**src/rtl/smem_pkg.sv**
```systemverilog
// Shared types, widths and address helpers for the shared-memory request serializer.
package smem_pkg;

   localparam int unsigned NUM_LANES     = 8;
   localparam int unsigned NUM_BANKS     = 8;
   localparam int unsigned ADDRESS_WIDTH = 8;
   localparam int unsigned DATA_WIDTH    = 16;
   localparam int unsigned BANK_IDX_W    = $clog2(NUM_BANKS);
   localparam int unsigned LANE_IDX_W    = $clog2(NUM_LANES);
   localparam int unsigned ROW_WIDTH     = ADDRESS_WIDTH - BANK_IDX_W;
   localparam int unsigned PASS_W        = 4;
   localparam int unsigned PASS_MAX      = 15;

   typedef enum logic [1:0] {
      IDLE  = 2'd0,
      ISSUE = 2'd1,
      DRAIN = 2'd2,
      RESP  = 2'd3
   } state_t;

   // Bank index is the low address bits.
   function automatic logic [BANK_IDX_W-1:0] bank_of(input logic [ADDRESS_WIDTH-1:0] addr);
      return addr[BANK_IDX_W-1:0];
   endfunction

   // Row within a bank is the remaining high address bits.
   function automatic logic [ROW_WIDTH-1:0] row_of(input logic [ADDRESS_WIDTH-1:0] addr);
      return addr[ADDRESS_WIDTH-1:BANK_IDX_W];
   endfunction

endpackage

```
**src/rtl/smem_bank_grant.sv**
```systemverilog
// Per-bank arbiter: each bank grants the lowest-index pending lane that maps to it.
module smem_bank_grant
   import smem_pkg::*;
(
   input  logic [NUM_LANES-1:0]            pending,
   input  logic [NUM_LANES*BANK_IDX_W-1:0] lane_bank,
   output logic [NUM_BANKS-1:0]            grant_valid,
   output logic [NUM_BANKS*LANE_IDX_W-1:0] grant_lane,
   output logic [NUM_LANES-1:0]            lane_grant
);

   // Lowest-lane-first selection per bank, then fan the winners back out per lane.
   always_comb begin
      logic found;
      grant_valid = '0;
      grant_lane  = '0;
      lane_grant  = '0;
      for (int b = 0; b < NUM_BANKS; b++) begin
         found = 1'b0;
         for (int l = 0; l < NUM_LANES; l++) begin
            if (!found && pending[l] &&
                (lane_bank[l*BANK_IDX_W +: BANK_IDX_W] == BANK_IDX_W'(b))) begin
               found                                 = 1'b1;
               grant_valid[b]                        = 1'b1;
               grant_lane[b*LANE_IDX_W +: LANE_IDX_W] = LANE_IDX_W'(l);
               lane_grant[l]                         = 1'b1;
            end
         end
      end
   end

endmodule

```
**src/rtl/smem_request_serializer.sv**
```systemverilog
// Splits one warp access into bank-conflict-free passes, drives the bank port
// and gathers read data into a single per-lane response.
module smem_request_serializer
   import smem_pkg::*;
(
   input  logic                              clk,
   input  logic                              rst_n,
   input  logic                              req_valid,
   output logic                              req_ready,
   input  logic                              req_write,
   input  logic [NUM_LANES-1:0]              req_mask,
   input  logic [NUM_LANES*ADDRESS_WIDTH-1:0] req_addr,
   input  logic [NUM_LANES*DATA_WIDTH-1:0]   req_wdata,
   output logic [NUM_BANKS-1:0]              bank_en,
   output logic                              bank_we,
   output logic [NUM_BANKS*ROW_WIDTH-1:0]    bank_row,
   output logic [NUM_BANKS*DATA_WIDTH-1:0]   bank_wdata,
   input  logic [NUM_BANKS*DATA_WIDTH-1:0]   bank_rdata,
   output logic                              rsp_valid,
   input  logic                              rsp_ready,
   output logic [NUM_LANES*DATA_WIDTH-1:0]   rsp_data,
   output logic [PASS_W-1:0]                 rsp_passes
);

   state_t                             state_q, state_d;
   logic                               write_q, write_d;
   logic [NUM_LANES*ADDRESS_WIDTH-1:0] addr_q, addr_d;
   logic [NUM_LANES*DATA_WIDTH-1:0]    wdata_q, wdata_d;
   logic [NUM_LANES-1:0]               pending_q, pending_d;
   logic [NUM_LANES*DATA_WIDTH-1:0]    result_q, result_d;
   logic [PASS_W-1:0]                  passes_q, passes_d;
   logic [NUM_BANKS-1:0]               bank_en_q, bank_en_d;
   logic                               bank_we_q, bank_we_d;
   logic [NUM_BANKS*ROW_WIDTH-1:0]     bank_row_q, bank_row_d;
   logic [NUM_BANKS*DATA_WIDTH-1:0]    bank_wdata_q, bank_wdata_d;
   logic [NUM_BANKS*LANE_IDX_W-1:0]    bank_lane_q, bank_lane_d;
   logic [NUM_BANKS-1:0]               cap_valid_q, cap_valid_d;
   logic [NUM_BANKS*LANE_IDX_W-1:0]    cap_lane_q, cap_lane_d;
   logic                               req_ready_q, req_ready_d;
   logic                               rsp_valid_q, rsp_valid_d;
   logic                               issue;

   // The first pass is arbitrated straight from the request so it can be on the port the cycle after accept.
   logic                               in_idle;
   logic [NUM_LANES-1:0]               sel_pending;
   logic [NUM_LANES*ADDRESS_WIDTH-1:0] sel_addr;
   logic [NUM_LANES*DATA_WIDTH-1:0]    sel_wdata;
   logic                               sel_write;
   logic [NUM_LANES*BANK_IDX_W-1:0]    lane_bank;
   logic [NUM_BANKS-1:0]               grant_valid;
   logic [NUM_BANKS*LANE_IDX_W-1:0]    grant_lane;
   logic [NUM_LANES-1:0]               lane_grant;

   assign in_idle     = (state_q == IDLE);
   assign sel_pending = in_idle ? req_mask  : pending_q;
   assign sel_addr    = in_idle ? req_addr  : addr_q;
   assign sel_wdata   = in_idle ? req_wdata : wdata_q;
   assign sel_write   = in_idle ? req_write : write_q;

   // Bank index of every lane feeding the arbiter.
   always_comb begin
      lane_bank = '0;
      for (int l = 0; l < NUM_LANES; l++) begin
         lane_bank[l*BANK_IDX_W +: BANK_IDX_W] = bank_of(sel_addr[l*ADDRESS_WIDTH +: ADDRESS_WIDTH]);
      end
   end

   smem_bank_grant u_grant (
      .pending     (sel_pending),
      .lane_bank   (lane_bank),
      .grant_valid (grant_valid),
      .grant_lane  (grant_lane),
      .lane_grant  (lane_grant)
   );

   // Next-state and next-register values.
   always_comb begin
      int unsigned lane;
      state_d      = state_q;
      write_d      = write_q;
      addr_d       = addr_q;
      wdata_d      = wdata_q;
      pending_d    = pending_q;
      result_d     = result_q;
      passes_d     = passes_q;
      bank_en_d    = '0;
      bank_we_d    = 1'b0;
      bank_row_d   = '0;
      bank_wdata_d = '0;
      bank_lane_d  = '0;
      cap_valid_d  = bank_we_q ? '0 : bank_en_q;
      cap_lane_d   = bank_lane_q;
      issue        = 1'b0;
      lane         = 0;

      // Read data from the previous issue cycle lands in the granted lanes.
      for (int b = 0; b < NUM_BANKS; b++) begin
         if (cap_valid_q[b]) begin
            lane = 32'(cap_lane_q[b*LANE_IDX_W +: LANE_IDX_W]);
            result_d[lane*DATA_WIDTH +: DATA_WIDTH] = bank_rdata[b*DATA_WIDTH +: DATA_WIDTH];
         end
      end

      case (state_q)
         IDLE: begin
            if (req_valid && req_ready_q) begin
               write_d  = req_write;
               addr_d   = req_addr;
               wdata_d  = req_wdata;
               result_d = '0;
               if (req_mask == '0) begin
                  pending_d = '0;
                  passes_d  = '0;
                  state_d   = RESP;
               end else begin
                  issue    = 1'b1;
                  passes_d = PASS_W'(1);
                  state_d  = ISSUE;
               end
            end
         end
         ISSUE: begin
            if (pending_q == '0) begin
               state_d = DRAIN;
            end else begin
               issue    = 1'b1;
               passes_d = (passes_q == PASS_W'(PASS_MAX)) ? passes_q : passes_q + PASS_W'(1);
            end
         end
         DRAIN: begin
            state_d = RESP;
         end
         RESP: begin
            if (rsp_ready) begin
               result_d = '0;
               passes_d = '0;
               state_d  = IDLE;
            end
         end
         default: begin
            state_d = IDLE;
         end
      endcase

      // Load the next pass onto the bank port and retire its lanes.
      if (issue) begin
         bank_en_d   = grant_valid;
         bank_we_d   = sel_write;
         bank_lane_d = grant_lane;
         pending_d   = sel_pending & ~lane_grant;
         for (int b = 0; b < NUM_BANKS; b++) begin
            if (grant_valid[b]) begin
               lane = 32'(grant_lane[b*LANE_IDX_W +: LANE_IDX_W]);
               bank_row_d[b*ROW_WIDTH +: ROW_WIDTH] =
                  row_of(sel_addr[lane*ADDRESS_WIDTH +: ADDRESS_WIDTH]);
               bank_wdata_d[b*DATA_WIDTH +: DATA_WIDTH] = sel_wdata[lane*DATA_WIDTH +: DATA_WIDTH];
            end
         end
      end

      req_ready_d = (state_d == IDLE);
      rsp_valid_d = (state_d == RESP);
   end

   // State and datapath registers; reset aborts any transaction in flight.
   always_ff @(posedge clk or negedge rst_n) begin
      if (!rst_n) begin
         state_q      <= IDLE;
         write_q      <= 1'b0;
         addr_q       <= '0;
         wdata_q      <= '0;
         pending_q    <= '0;
         result_q     <= '0;
         passes_q     <= '0;
         bank_en_q    <= '0;
         bank_we_q    <= 1'b0;
         bank_row_q   <= '0;
         bank_wdata_q <= '0;
         bank_lane_q  <= '0;
         cap_valid_q  <= '0;
         cap_lane_q   <= '0;
         req_ready_q  <= 1'b0;
         rsp_valid_q  <= 1'b0;
      end else begin
         state_q      <= state_d;
         write_q      <= write_d;
         addr_q       <= addr_d;
         wdata_q      <= wdata_d;
         pending_q    <= pending_d;
         result_q     <= result_d;
         passes_q     <= passes_d;
         bank_en_q    <= bank_en_d;
         bank_we_q    <= bank_we_d;
         bank_row_q   <= bank_row_d;
         bank_wdata_q <= bank_wdata_d;
         bank_lane_q  <= bank_lane_d;
         cap_valid_q  <= cap_valid_d;
         cap_lane_q   <= cap_lane_d;
         req_ready_q  <= req_ready_d;
         rsp_valid_q  <= rsp_valid_d;
      end
   end

   assign req_ready  = req_ready_q;
   assign bank_en    = bank_en_q;
   assign bank_we    = bank_we_q;
   assign bank_row   = bank_row_q;
   assign bank_wdata = bank_wdata_q;
   assign rsp_valid  = rsp_valid_q;
   assign rsp_data   = result_q;
   assign rsp_passes = passes_q;

endmodule

```
**config.mk**
```make
export PLATFORM = sky130hd
export DESIGN_NAME = smem_request_serializer
export DESIGN_NICKNAME = d
export VERILOG_FILES = /design/src/rtl/smem_pkg.sv /design/src/rtl/smem_bank_grant.sv /design/src/rtl/smem_request_serializer.sv
export SDC_FILE = /design/constraint.sdc
export NUM_CORES = 2
export LEC_CHECK = 0
export CORE_MARGIN = 8
export CORE_UTILIZATION = 28
export CTS_CLUSTER_SIZE = 25
export DETAILED_ROUTE_END_ITERATION = 12
export SETUP_SLACK_MARGIN = 0.05
export SYNTH_ARGS = -nofsm -noshare
export SYNTH_HDL_FRONTEND = slang
export SYNTH_HIERARCHICAL = 1
export SYNTH_SLANG_ARGS = --single-unit
```
**constraint.sdc**
```tcl
create_clock -name clk -period 6 [get_ports clk]
set_input_delay 1.8 -clock clk [delete_from_list [all_inputs] [get_ports clk]]
set_output_delay 1.8 -clock clk [all_outputs]
set_load 0.05 [all_outputs]
```
==> impl_results.md <==
* Worst Tran Pin Value at around 1500 ps
* Reg2Reg Setup Slack at roughly 1200 ps
* Final Util at 0.354
* Post-route cell area at between 0.05 and 0.06 mm²
* Top cells by area, synth: dfrtp_1 (32%), mux4_2 (17%), nand2_1 (7.2%)
* Clk Latency, worst-skew pair at around 700 ps
* Hold_sp: bank_lane_q[1]
* Crit path time final at between 5000 and 6000 ps
* Setup TNS at 0 ps
* Hold Slack at 343 ps
* Distinct cells, synth at about 120
* Max-Cap Viols at 1
* Max FO, Critical Path at 43
* Synth async-reset ratio at 1.00
* Reg2Reg Launch Point: state_q[1]
* Core Area at approximately 0.16 mm²
* Final Max Tran Viols at 9
* Seq cells post-synth at 570
* Part of the Yosys area used for sequential elements at 0.322
* Die area at about 0.17 mm²
* Via Count at between 40000 and 50000
* Cts hold-fix bufs at 0
* GPL Wtd Cong at roughly 1.1
* Initial DRT Pass Iterations at 10
* Sw Ratio at 0.503
* Clock power frac at 0.149
* RSZ-0062 raised after global routing: no
* Internal at 16400 µW
* P_leak at ~0.023 µW
* Startpoint Class: input pin
* Largest net degree at the start of global routing at 131
* CTS HTree Levels at 3
* Final nets at about 5600
* Post-DP HPWL at between 150000 and 200000 µm
* Critical R2R Capture: bank_wdata[71]
* Initial antenna violation count at about 40
* Combinational share of power at 0.665
* DR iter-0 viols at around 7300
* Final Hold Violating Endpoints at 0
* Total global routing overflow at 0
* First-pass GRT wire length at between 300000 and 400000 µm
* Post-CTS setup buffer count at 0
* Final setup viols at 0
* CTS Buf Count at 74
* Port bufs at 643
* Row count at 146
* Flop pwr share at 0.186
* Wire per inst at about 38 µm
* CTS sink cnt at 570
* WL final at 282000 µm
* Status: finished, violations left
* Post-DRT Antenna Nets at 0
* FF-to-FF path depth at 10
* CTS tree: yes
* Layout area overhead at 26.2%
* Hold Path Depth at 0
* Clk_skew at around 29 ps
* Clk root buf: clkbuf_16
* Pwr per Cell Area at about 590 mW/mm²
* Avg Inst Size Synth at between 9 and 10 µm²
* DR vias/cell at ~6.5
* Cells after Synth at between 4000 and 5000
* Resized cells post-CTS at 0
* Reg clk slew, reported paths at approximately 60 ps
* I/O pin count at around 640
* CP endpoint kind: flop
* Switch Pwr at around 17000 µW
* DIE WIDTH at 414 µm
* Top FF cell, synth: dfrtp_1
* Synthesized Nets at a little over 5000
* WHS Endpoint: cap_lane_q[1]
* Worst setup path class: in2reg
* Die Y at around 410 µm
* Number of flops mapped to enable cells by yosys at 0
* Period utilization at 0.845
* DRC viols at 0
* Worst EP required at 6570 ps
* Mapped Area at about 0.044 mm²
* Placed Area at between 0.05 and 0.06 mm²
* VDD IR max at about 0.00047 V
* Initial Utilization at 0.281
* Vias in the first global route at around 46000
* CTS max path bufs at 3
* All-Layer GR Usage at 0.316
* Synth area leader: dfrtp_1
* Max Freq at ~200 MHz
* Total power at around 33000 µW
* Failing checks: capacitance limit, slew limit
* Hold crit path type: reg2reg
* Top cell type's share of synthesized area at 0.322
* Worst relative slew slack at -0.0220
* Synth warn at 6
* Layout cell share with drive strength beyond 1 at 0.169
* Worst path arrival time at 5640 ps
worst max-delay path, stage by stage:
cell and delay (ps):
clkdlybuf4s50_1 430, nand2_1 70, o21ai_0 470, nand4bb_1 420, nand4_1 340, nor2_1 390, inv_1 180, o21ai_4 200
buf_12 350, mux4_2 560, a211oi_1 330
stage by stage:
| step | setup slack [ps] | instances |
|---|---|---|
| CTS | 1040 | 7337 |
| finish | 930 | 7370 |
| detailed placement | 276 | 7206 |
| floorplan | 1340 | 4796 |
| global route | 743 | 7341 |
| global placement | 315 | 7206 |
cell usage in the layout (no fill, tap or decap), drive strengths merged, types with 26 or more instances in the layout:
cell type	instances
buf	189
mux2	112
a31oi	60
nor3	97
inv	66
a22o	31
and3	33
o31ai	26
nand2b	37
and2	37
mux2i	161
nand3	144
nor2	407
a211oi	262
nand4	47
mux4	336
clkbuf	101
diode	32
nand2	858
a221oi	34
o21ai	187
o211ai	36
nor2b	37
o22ai	51
clkdlybuf4s50	642
a21oi	239
dfrtp	570
cell families after synthesis:
family	synth area share
xor gates and xnor gates	0.000396
DFF	0.322
and+or+nand+nor	0.197
AOI/OAI and AO/OA	0.183
adders and majority gates	0.00621
muxes	0.236
buffers and inverters	0.0551
sequential cells by signal, indices dropped and copies added, names as in the netlist:
| signal | count |
|---|---|
| addr_q | 64 |
| bank_en | 8 |
| bank_lane_q | 24 |
| bank_row | 40 |
| bank_wdata | 128 |
| bank_we | 1 |
| cap_lane_q | 24 |
| cap_valid_q | 8 |
| pending_q | 8 |
| req_ready | 1 |
| rsp_data | 128 |
| rsp_passes | 4 |
| rsp_valid | 1 |
| state_q | 2 |
| wdata_q | 128 |
| write_q | 1 |
cells in the mapped netlist, drive strengths merged, types with 37 or more instances:
cell and instances:
nand2 858, dfrtp 570, nor2 407, mux4 336, a211oi 262, clkbuf 255, a21oi 239, buf 237
o21ai 187, mux2i 161, nand3 144, mux2 112, nor3 97, inv 63, a31oi 60, o22ai 51
nand4 47, and2 37, nand2b 37, nor2b 37
per-layer routing:
metal	global-route usage	up-vias	routed length, µm
li1	-	18900	-
met1	0.369	23700	99500
met2	0.474	4304	122000
met3	0.124	1109	36900
met4	0.218	28	24300
met5	0	-	186
power by group through the flow:
stage	combinational [µW]	sequential (µW)	clock [µW]
final	21900	6140	4920
after global placement	21200	6140	0
after CTS	21400	6110	4980
after floorplan	13000	7260	0
after detailed placement	21400	6150	0
after global routing	22800	6230	5100
worst max path at each step:
| stage | from | end |
|---|---|---|
| floorplan | req_addr[17] | bank_wdata[34] |
| global placement | req_mask[2] | bank_wdata[37] |
| detailed placement | req_mask[0] | bank_wdata[48] |
| CTS | req_mask[2] | bank_wdata[42] |
| global route | req_mask[2] | bank_wdata[49] |
| finish | req_mask[3] | bank_wdata[37] |
area by class of cell:
type / count / area, µm²
Clock buffer: 100 / 2130
Sequential cell: 570 / 14300
Clock inverter: 31 / 500
Tap cell: 2072 / 2590
Antenna cell: 32 / 80.1
Fill cell: 16000 / 102000
Timing Repair Buffer: 832 / 8180
Multi-Input combinational cell: 3670 / 27900
Inverter: 63 / 236
No activity file was read; power rests on OpenSTA's default activity.
